[src/rtl/enemy_unit.sv]
// Single enemy combatant for the lane battle: idle, deploy with a rotating type,
// march toward the friendly front, attack when blocked, and take damage until death.
module enemy_unit #(
   parameter int unsigned START_POS   = 511,
   parameter int unsigned SPAWN_DELAY = 1,
   parameter int unsigned HP1         = 200,
   parameter int unsigned HP2         = 120,
   parameter int unsigned HP3         = 250,
   parameter int unsigned SPD1        = 1,
   parameter int unsigned SPD2        = 2,
   parameter int unsigned SPD3        = 1,
   parameter int unsigned ATK1        = 10,
   parameter int unsigned ATK2        = 20,
   parameter int unsigned ATK3        = 40
) (
   input  logic       clk,
   input  logic       reset,
   input  logic       moveSCEN,
   input  logic       damageSCEN,
   input  logic [7:0] damageIn,
   input  logic [8:0] unitFront,
   output logic [8:0] position,
   output logic [7:0] damageOut,
   output logic [1:0] enemyType,
   output logic       q_I,
   output logic       q_Deploy1,
   output logic       q_Deploy2,
   output logic       q_Deploy3,
   output logic       q_Alive,
   output logic [7:0] health
);

   localparam int unsigned      CNT_W     = (SPAWN_DELAY > 1) ? $clog2(SPAWN_DELAY) : 1;
   localparam logic [CNT_W-1:0] CNT_LAST  = CNT_W'(SPAWN_DELAY - 1);
   localparam logic [8:0]       POS_SPAWN = 9'(START_POS);

   typedef enum logic [2:0] {
      ST_I       = 3'd0,
      ST_DEPLOY1 = 3'd1,
      ST_DEPLOY2 = 3'd2,
      ST_DEPLOY3 = 3'd3,
      ST_ALIVE   = 3'd4
   } state_t;

   state_t           state_reg, state_next;
   logic [8:0]       position_reg, position_next;
   logic [7:0]       health_reg, health_next;
   logic [7:0]       damage_out_reg, damage_out_next;
   logic [1:0]       enemy_type_reg, enemy_type_next;
   logic [1:0]       sel_reg, sel_next;
   logic [CNT_W-1:0] idle_cnt_reg, idle_cnt_next;

   logic [8:0]       speed;
   logic [8:0]       gap;

   function automatic logic [7:0] hp_of(input logic [1:0] t);
      case (t)
         2'd1:    hp_of = 8'(HP1);
         2'd2:    hp_of = 8'(HP2);
         2'd3:    hp_of = 8'(HP3);
         default: hp_of = 8'd0;
      endcase
   endfunction

   function automatic logic [8:0] spd_of(input logic [1:0] t);
      case (t)
         2'd1:    spd_of = 9'(SPD1);
         2'd2:    spd_of = 9'(SPD2);
         2'd3:    spd_of = 9'(SPD3);
         default: spd_of = 9'd0;
      endcase
   endfunction

   function automatic logic [7:0] atk_of(input logic [1:0] t);
      case (t)
         2'd1:    atk_of = 8'(ATK1);
         2'd2:    atk_of = 8'(ATK2);
         2'd3:    atk_of = 8'(ATK3);
         default: atk_of = 8'd0;
      endcase
   endfunction

   assign speed = spd_of(enemy_type_reg);
   // Only meaningful when position_reg > unitFront, so it never wraps where it is used.
   assign gap   = position_reg - unitFront;

   always_comb begin
      state_next      = state_reg;
      position_next   = position_reg;
      health_next     = health_reg;
      damage_out_next = damage_out_reg;
      enemy_type_next = enemy_type_reg;
      sel_next        = sel_reg;
      idle_cnt_next   = idle_cnt_reg;

      case (state_reg)
         ST_I: begin
            position_next   = POS_SPAWN;
            health_next     = 8'd0;
            damage_out_next = 8'd0;
            enemy_type_next = 2'd0;
            if (idle_cnt_reg == CNT_LAST) begin
               idle_cnt_next = '0;
               health_next   = hp_of(sel_reg);
               sel_next      = (sel_reg == 2'd3) ? 2'd1 : sel_reg + 2'd1;
               case (sel_reg)
                  2'd2:    state_next = ST_DEPLOY2;
                  2'd3:    state_next = ST_DEPLOY3;
                  default: state_next = ST_DEPLOY1;
               endcase
            end else begin
               idle_cnt_next = idle_cnt_reg + CNT_W'(1);
            end
         end

         ST_DEPLOY1, ST_DEPLOY2, ST_DEPLOY3: begin
            position_next   = POS_SPAWN;
            damage_out_next = 8'd0;
            state_next      = ST_ALIVE;
            enemy_type_next = 2'(state_reg);
         end

         ST_ALIVE: begin
            damage_out_next = 8'd0;
            if (moveSCEN) begin
               if (position_reg > unitFront) begin
                  position_next = (gap > speed) ? position_reg - speed : unitFront;
               end else begin
                  damage_out_next = atk_of(enemy_type_reg);
               end
            end
            if (damageSCEN && (damageIn != 8'd0)) begin
               if (damageIn >= health_reg) begin
                  // Death wins over whatever the move evaluation produced.
                  state_next      = ST_I;
                  health_next     = 8'd0;
                  position_next   = POS_SPAWN;
                  enemy_type_next = 2'd0;
                  damage_out_next = 8'd0;
                  idle_cnt_next   = '0;
               end else begin
                  health_next = health_reg - damageIn;
               end
            end
         end

         default: begin
            state_next = ST_I;
         end
      endcase
   end

   always_ff @(posedge clk or negedge reset) begin
      if (!reset) begin
         state_reg      <= ST_I;
         position_reg   <= POS_SPAWN;
         health_reg     <= 8'd0;
         damage_out_reg <= 8'd0;
         enemy_type_reg <= 2'd0;
         sel_reg        <= 2'd1;
         idle_cnt_reg   <= '0;
      end else begin
         state_reg      <= state_next;
         position_reg   <= position_next;
         health_reg     <= health_next;
         damage_out_reg <= damage_out_next;
         enemy_type_reg <= enemy_type_next;
         sel_reg        <= sel_next;
         idle_cnt_reg   <= idle_cnt_next;
      end
   end

   assign position  = position_reg;
   assign health    = health_reg;
   assign damageOut = damage_out_reg;
   assign enemyType = enemy_type_reg;
   assign q_I       = (state_reg == ST_I);
   assign q_Deploy1 = (state_reg == ST_DEPLOY1);
   assign q_Deploy2 = (state_reg == ST_DEPLOY2);
   assign q_Deploy3 = (state_reg == ST_DEPLOY3);
   assign q_Alive   = (state_reg == ST_ALIVE);

endmodule

[config.mk]
export PLATFORM = sky130hd
export DESIGN_NAME = enemy_unit
export DESIGN_NICKNAME = d
export VERILOG_FILES = /design/src/rtl/enemy_unit.sv
export SDC_FILE = /design/constraint.sdc
export NUM_CORES = 1
export LEC_CHECK = 0
export CAP_MARGIN = 25
export CORE_UTILIZATION = 64
export DETAILED_ROUTE_END_ITERATION = 6
export DONT_BUFFER_PORTS = 1
export HOLD_SLACK_MARGIN = 0.08
export PLACE_DENSITY_LB_ADDON = 0.3
export RECOVER_POWER = 100
export SLEW_MARGIN = 20
export SYNTH_ARGS = -nofsm -noshare
export SYNTH_HDL_FRONTEND = slang
export SYNTH_SLANG_ARGS = --single-unit
[constraint.sdc]
create_clock -name clk -period 3.7 [get_ports clk]
set_input_delay 0.185 -clock clk [delete_from_list [all_inputs] [get_ports clk]]
set_output_delay 0.185 -clock clk [all_outputs]
set_load 0.02 [all_outputs]
==> qor.yml, run 1 <==
status: "finished with violations"
violations: "capacitance limit, slew limit"
nFillCells: 332
cts_sinks: 28
track_usage: 0.267
cp_num_cells: 10
gp_congestion: 0.926
path_delay_family: "simple AND/OR/NAND/NOR gates"
post-dp-hpwl_um: 4130
insertion_delay_ps: 280
cts_buffers: 3
fp-row-count: 22
grt_setup_unrepaired: "no"
skew_ps: 5.22
cts_tree: "yes"
start_kind: "register"
crit_fanout: 12
synth_top_flop_cell: "dfrtp_1"
multi_input_area_um2: 1580
synthArstFlopShare: 1.00
drv_cap: 1
critPathBufInv: 1
cp_slowest_stage_delay_ps: 720
crit_required_ps: 3880
drc: 0
maxSlewHeadroom: -0.0230
grt_overflow_total: 0
syn_inst: 299
core_region_area_um2: 3720
antenna-diode-count: 0
cts_root_buffer: "clkbuf_8"
endpoint: "position[8]"
die_w_um: 64.6
viasPerCell: 6.21
reg2reg_setup_slack_ps: 430
p_leak_nw: 1.13
setup_viol: 0
via_count: 2142
worstReg2RegStart: "position[0]"
grt_pass1_wl_um: 8830
synth_seq_area_share: 0.284
dp.cells: 337
final_cell_mix: "nand2_1 (33), inv_1 (29), nor2_1 (26), ha_1 (26), dfrtp_1 (18)"
grt_max_degree: 29
switching_share: 0.477
largest_reg_flops: 9
synth.distinct_cells: 53
fin_tns_setup_ps: 0
seqPwrFrac: 0.348
drtIter0Drc: 122
cts.reportedPaths.clkPinSlew_ps: 100
ctsLongestPathBuffers: 2
io_buffers: 0
final_max_slew_viol_count: 29
hold_viol: 0
clock.fmax_mhz: 306
synth_edf_count: 0
max_slew.worst_pin.slew_ps: 1530
p_int_uw: 809
final_nets: 348
finalNonFillerCells: 345
wire_per_inst_um: 15.5
ys_ff_latch: 28
wirelength_um: 5360
drive_above_1_share: 0.0505
syn2layout_area_growth_pct: 2.94
syn_area_um2: 2510
min_path_type: "input pin to register"
clkPwrFrac: 0.159
ant_nets: 0
reg2reg_depth: 10
antenna_found_initial: 0
cpMaxStageDelayCell: "nor2_1"
grt_pass1_vias: 1959
r2r-end: "position[8]"
cp-end-kind: "register"
layout_commonest_cell: "nand2_1"
initial_core_util: 0.675
syn_area_per_cell_um2: 8.39
synth_warnings: 0
powerDensity_nw_per_um2: 599
drt_first_pass_iters: 5
period_minus_slack_ps: 3270
io_pins: 53
finalCritPeriodShare: 0.884
htree_levels: 1
die-area_um2: 4170
p_switching_uw: 739
worstSetupStartpoint: "position[0]"
path_cells: "inv_1 > ha_1 > nand2b_1 > a21oi_2 > nor3_1 > o21ai_0 > o2111ai_1 > nor2_1 > nor4b_1 > a211oi_1"
crit_arrival_ps: 3450
power_frac_comb: 0.492
seqCellArea_um2: 713
fp.dieH_um: 64.6
ir_drop_uv: 413
path_class: "register to register"
## worst min path at each step
stage	cells past startpoint	end	from	slack [ps]
after global placement	0	health[6]	reset	-110
after floorplan	0	damageOut[1]	reset	-110
final	2	position[3]	unitFront[3]	90
after CTS	2	position[3]	unitFront[3]	80
after global routing	2	position[3]	unitFront[3]	100
after detailed placement	0	health[6]	reset	-110
## cells in the mapped netlist, drive strengths merged (4+ instances only)
master   n  area share
a211oi   9       0.029
nand2   33       0.049
nand3    4      0.0080
o22ai    6       0.015
a21oi   20       0.050
o21ai   22       0.047
nor2    27       0.041
or3      5       0.012
nand2b   7       0.017
nand4    6       0.015
dfrtp   18        0.18
nor3b    5       0.015
xnor2    4       0.014
nor3     6       0.012
ha      26        0.13
and2     4       0.010
buf      7       0.029
xor2     4       0.014
dfstp   10        0.10
clkbuf   7       0.010
mux2i    8       0.032
inv     29       0.043
nor2b    4       0.010
## power groups by stage
| stage | sequential (mW) | clock, mW | combinational (mW) |
|---|---|---|---|
| final | 0.539 | 0.247 | 0.762 |
| after global routing | 0.552 | 0.260 | 0.858 |
| after CTS | 0.540 | 0.252 | 0.779 |
| after detailed placement | 0.546 | 0 | 0.763 |
| after global placement | 0.543 | 0 | 0.748 |
| after floorplan | 0.512 | 0 | 0.648 |
## through the flow
step | cell area (µm²) | power [mW] | hold WS, ps | utilization | setup WS [ps]
floorplan | 2520 | 1.16 | -111 | - | 824
global placement | 2490 | 1.29 | -110 | 0.671 | 676
detailed placement | 2490 | 1.31 | -110 | 0.671 | 633
CTS | 2610 | 1.57 | 83.8 | 0.703 | 593
global route | 2580 | 1.67 | 104 | 0.695 | 223
finish | 2580 | 1.55 | 94.7 | 0.695 | 430
## timing repair
item,CTS,global route
gates resized for setup,0,0
endpoints found under the hold margin,30,0
setup buffers,0,0
endpoints found under the setup margin,0,0
hold buffers,4,0
## metal layers
| metal | GRT usage | wire, µm |
|---|---|---|
| met2 | 0.433 | 2470 |
| met3 | 0.0423 | 423 |
| met1 | 0.378 | 2440 |
| met4 | 0.0556 | 17 |
| met5 | 0 | 0 |
## worst register-to-register path: cells and delay by family (launching register included)
kind | cells | cell delay (ps)
adder cells (fa/ha/maj) | 1 | 210
buffers and inverters | 1 | 110
AO/OA/AOI/OAI | 4 | 840
flip-flops | 1 | 670
AND/OR/NAND/NOR | 4 | 1320
## cell type report
type,instances,area share
well taps,48,0.0233
flip-flops and latches,28,0.276
multi-input cells,230,0.612
repair buffers,6,0.0189
inverters,29,0.0422
clock inverters,1,0.0116
clock buffers,3,0.0160
## logic make-up (layout without fill, tap and decap cells)
kind of cell / Yosys count / count (layout) / synth area share
AO/OA/AOI/OAI: 73 / 73 / 0.194
XOR/XNOR: 8 / 8 / 0.0279
adder cells (fa/ha/maj): 29 / 29 / 0.154
buffers and inverters: 43 / 39 / 0.0828
flip-flops: 28 / 28 / 0.284
multiplexers: 9 / 9 / 0.0379
other: 1 / 3 / 0.00149
AND/OR/NAND/NOR: 108 / 108 / 0.218
Note: power is estimated with default switching activity, not from simulation.
==> run 2: changes to the inputs <==
--- a/config.mk
+++ b/config.mk
@@ -12,6 +12,7 @@
 export HOLD_SLACK_MARGIN = 0.08
 export PLACE_DENSITY_LB_ADDON = 0.3
 export RECOVER_POWER = 100
+export REMOVE_ABC_BUFFERS = 1
 export SLEW_MARGIN = 20
 export SYNTH_ARGS = -nofsm -noshare
 export SYNTH_HDL_FRONTEND = slang
==> constraint.sdc (replaced) <==
create_clock -name clk -period 3.7 [get_ports clk]
set_input_delay 0.185 -clock clk [delete_from_list [all_inputs] [get_ports clk]]
set_output_delay 0.185 -clock clk [all_outputs]
set_load 0.1 [all_outputs]
==> run 2 against run 1 <==
  * The run still ends with capacitance limit, slew limit left
  * Die area is the same
  * Register-to-register slack got worse by 160 ps
  * Clock-buffer cell count unchanged
  * Final area up 3.3%
  * Sequential share of layout area decreased by 0.88 points
  * Final cell count is 5.5% higher
  * Total power up 33%
==> qor.yml, run 2 (synthesized netlist as in run 1, its figures left out) <==
status: "finished with violations"
violations: "capacitance limit, slew limit"
fp-row-count: 22  # unchanged
cp_slowest_stage_delay_ps: 920  # +200 ps
hold_start: "unitFront[5]"
cp_num_cells: 11  # +1
ant_nets: 0  # unchanged
grt_pass1_vias: 2010  # +2.6%
period_minus_slack_ps: 3430  # +156 ps
post-dp-hpwl_um: 4370  # +5.8%
hold_depth: 2  # unchanged
cpMaxStageDelayCell: "clkbuf_1"
clock.fmax_mhz: 292  # -4.6%
initial_core_util: 0.675  # unchanged
insertion_delay_ps: 280  # about the same
p_leak_nw: 1.17  # +3.9%
power_frac_comb: 0.655  # +0.163
switching_share: 0.588  # +0.111
worstReg2RegStart: "health[4]"
drt_first_pass_iters: 5  # unchanged
placedInstanceArea_um2: 2670  # +7.0%
hold_viol: 0  # unchanged
ctsLongestPathBuffers: 2  # unchanged
p_switching_mw: 1.21  # +64%
preCtsSetupSlack_ps: 478  # -155 ps
drv_cap: 5  # +4
cp-end-kind: "register"
reg2reg_setup_slack_ps: 270  # -160 ps
finalCritPeriodShare: 0.926  # +0.0421
clkPwrFrac: 0.122  # -0.037
maxSlewHeadroom: -0.178  # -0.155
hold_end: "position[5]"
io_buffers: 0  # unchanged
skew_ps: 3.78  # -1.44 ps
seqPwrFrac: 0.223  # -0.125
final_max_slew_viol_count: 34  # +17%
fin_tns_setup_ps: 0  # unchanged
syn2layout_area_growth_pct: 6.33
grt_setup_unrepaired: "no"
r2r-end: "position[8]"
grt_overflow_total: 0  # unchanged
crit_fanout: 6  # -6
die_w_um: 64.6  # unchanged
gp_congestion: 0.937  # +1.2%
cts_tree: "yes"
antenna-diode-count: 0  # unchanged
max_slew.worst_pin.slew_ps: 1770  # +233 ps
crit_arrival_ps: 3620  # +170 ps
fin_hold_ws_ps: 85.3  # -9.39 ps
via_count: 2183  # +1.9%
drtIter0Drc: 140  # +15%
drc: 0  # unchanged
path_delay_family: "compound AO/OA/AOI/OAI gates"
io_pins: 53  # unchanged
setup_viol: 0  # unchanged
wire_per_inst_um: 16.1  # +3.7%
fin_ws_ps: 274  # -156 ps
largest_reg_flops: 9  # unchanged
critPathBufInv: 2  # +1
cts_root_buffer: "clkbuf_8"
cts.reportedPaths.clkPinSlew_ps: 110  # about the same
crit_required_ps: 3900  # +20 ps
power_mw: 2.06  # +33%
path_class: "register to register"
cts_sinks: 28  # unchanged
final_nets: 367  # +5.5%
grt_max_degree: 29  # unchanged
viasPerCell: 6.00  # -3.4%
track_usage: 0.295  # +0.0271
fp.dieH_um: 64.6  # unchanged
ir_drop_uv: 668  # +62%
post_cts_resize_count: 0  # unchanged
htree_levels: 1  # unchanged
wirelength_um: 5870  # +9.5%
powerDensity_nw_per_um2: 773  # +29%
path_cells: "clkbuf_1 > ha_1 > o21a_1 > a21oi_2 > a21oi_1 > o22a_1 > o21ai_2 > nor2_1 > clkbuf_1 > nor4b_1 > a211oi_1"
grt_pass1_wl_um: 9590  # +8.6%
final_cell_mix: "nand2_1 (33), inv_1 (29), nor2_1 (26), ha_1 (26), dfrtp_1 (18)"
start_kind: "register"
die-area_um2: 4170  # unchanged
drive_above_1_share: 0.0823  # +0.0318
core_region_area_um2: 3720  # unchanged
cp_common_cell: "clkbuf_1"
min_path_type: "input pin to register"
cts_buffers: 3  # unchanged
p_int_uw: 850  # +5.1%
stdcell_area_um2: 2670  # +3.3%
layout_commonest_cell: "nand2_1"
reg2reg_depth: 11  # +1
antenna_found_initial: 0  # unchanged
[run 2: cell count changes in the layout (fill, tap and decap cells not counted), sizes merged]
cell / change
buf: +3
clkbuf: +16
[run 2: power by group through the flow]
| stage | sequential (mW) | clock, mW | combinational, mW |
|---|---|---|---|
| final | 0.460 | 0.251 | 1.35 |
| after global routing | 0.471 | 0.266 | 1.46 |
| after CTS | 0.465 | 0.253 | 1.44 |
| after detailed placement | 0.470 | 0 | 1.41 |
| after global placement | 0.466 | 0 | 1.39 |
| after floorplan | 0.809 | 0 | 0.764 |
[run 2: metrics by stage]
stage           util  cells
3_3_place_gp   0.718    356
2_1_floorplan      -    287
3_5_place_dp   0.718    356
5_1_grt        0.718    364
6_report       0.718    364
4_1_cts        0.750    364
[run 2: worst register-to-register path, cell delays in order (launching register included)]
cell	delay [ps]
dfrtp_1	340
clkbuf_1	920
ha_1	460
o21a_1	140
a21oi_2	160
a21oi_1	100
o22a_1	220
o21ai_2	320
nor2_1	120
clkbuf_1	180
nor4b_1	170
a211oi_1	220
[run 2: metal layers]
| layer | vias to the layer above | share of wire | global-route usage |
|---|---|---|---|
| met4 | 0 | 0.013 | 0.0778 |
| met1 | 1030 | 0.48 | 0.437 |
| met2 | 75 | 0.45 | 0.450 |
| met3 | 9 | 0.058 | 0.0370 |
| li1 | 1069 | - | - |
| met5 | - | 0 | 0 |
[run 2: worst max path at each step]
stage / start / to
after global routing: health[4] / position[7]
after CTS: position[0] / position[6]
after detailed placement: position[0] / position[6]
after floorplan: position[0] / position[1]
final: health[4] / position[8]
after global placement: position[0] / position[6]
[run 2: timing repair]
action / in CTS / in global routing
setup buffers: 0 / 0
hold endpoints to repair: 30 / 0
hold buffers: 4 / 0
[run 2: area by class of cell]
type / instances / area (µm²)
Fill cell: 296 / 1050
Multi-Input combinational cell: 230 / 1580
Sequential cell: 28 / 713
Clock buffer: 3 / 41.3
Tap cell: 48 / 60.1
Clock inverter: 1 / 30.0
Timing Repair Buffer: 25 / 131
Inverter: 29 / 109
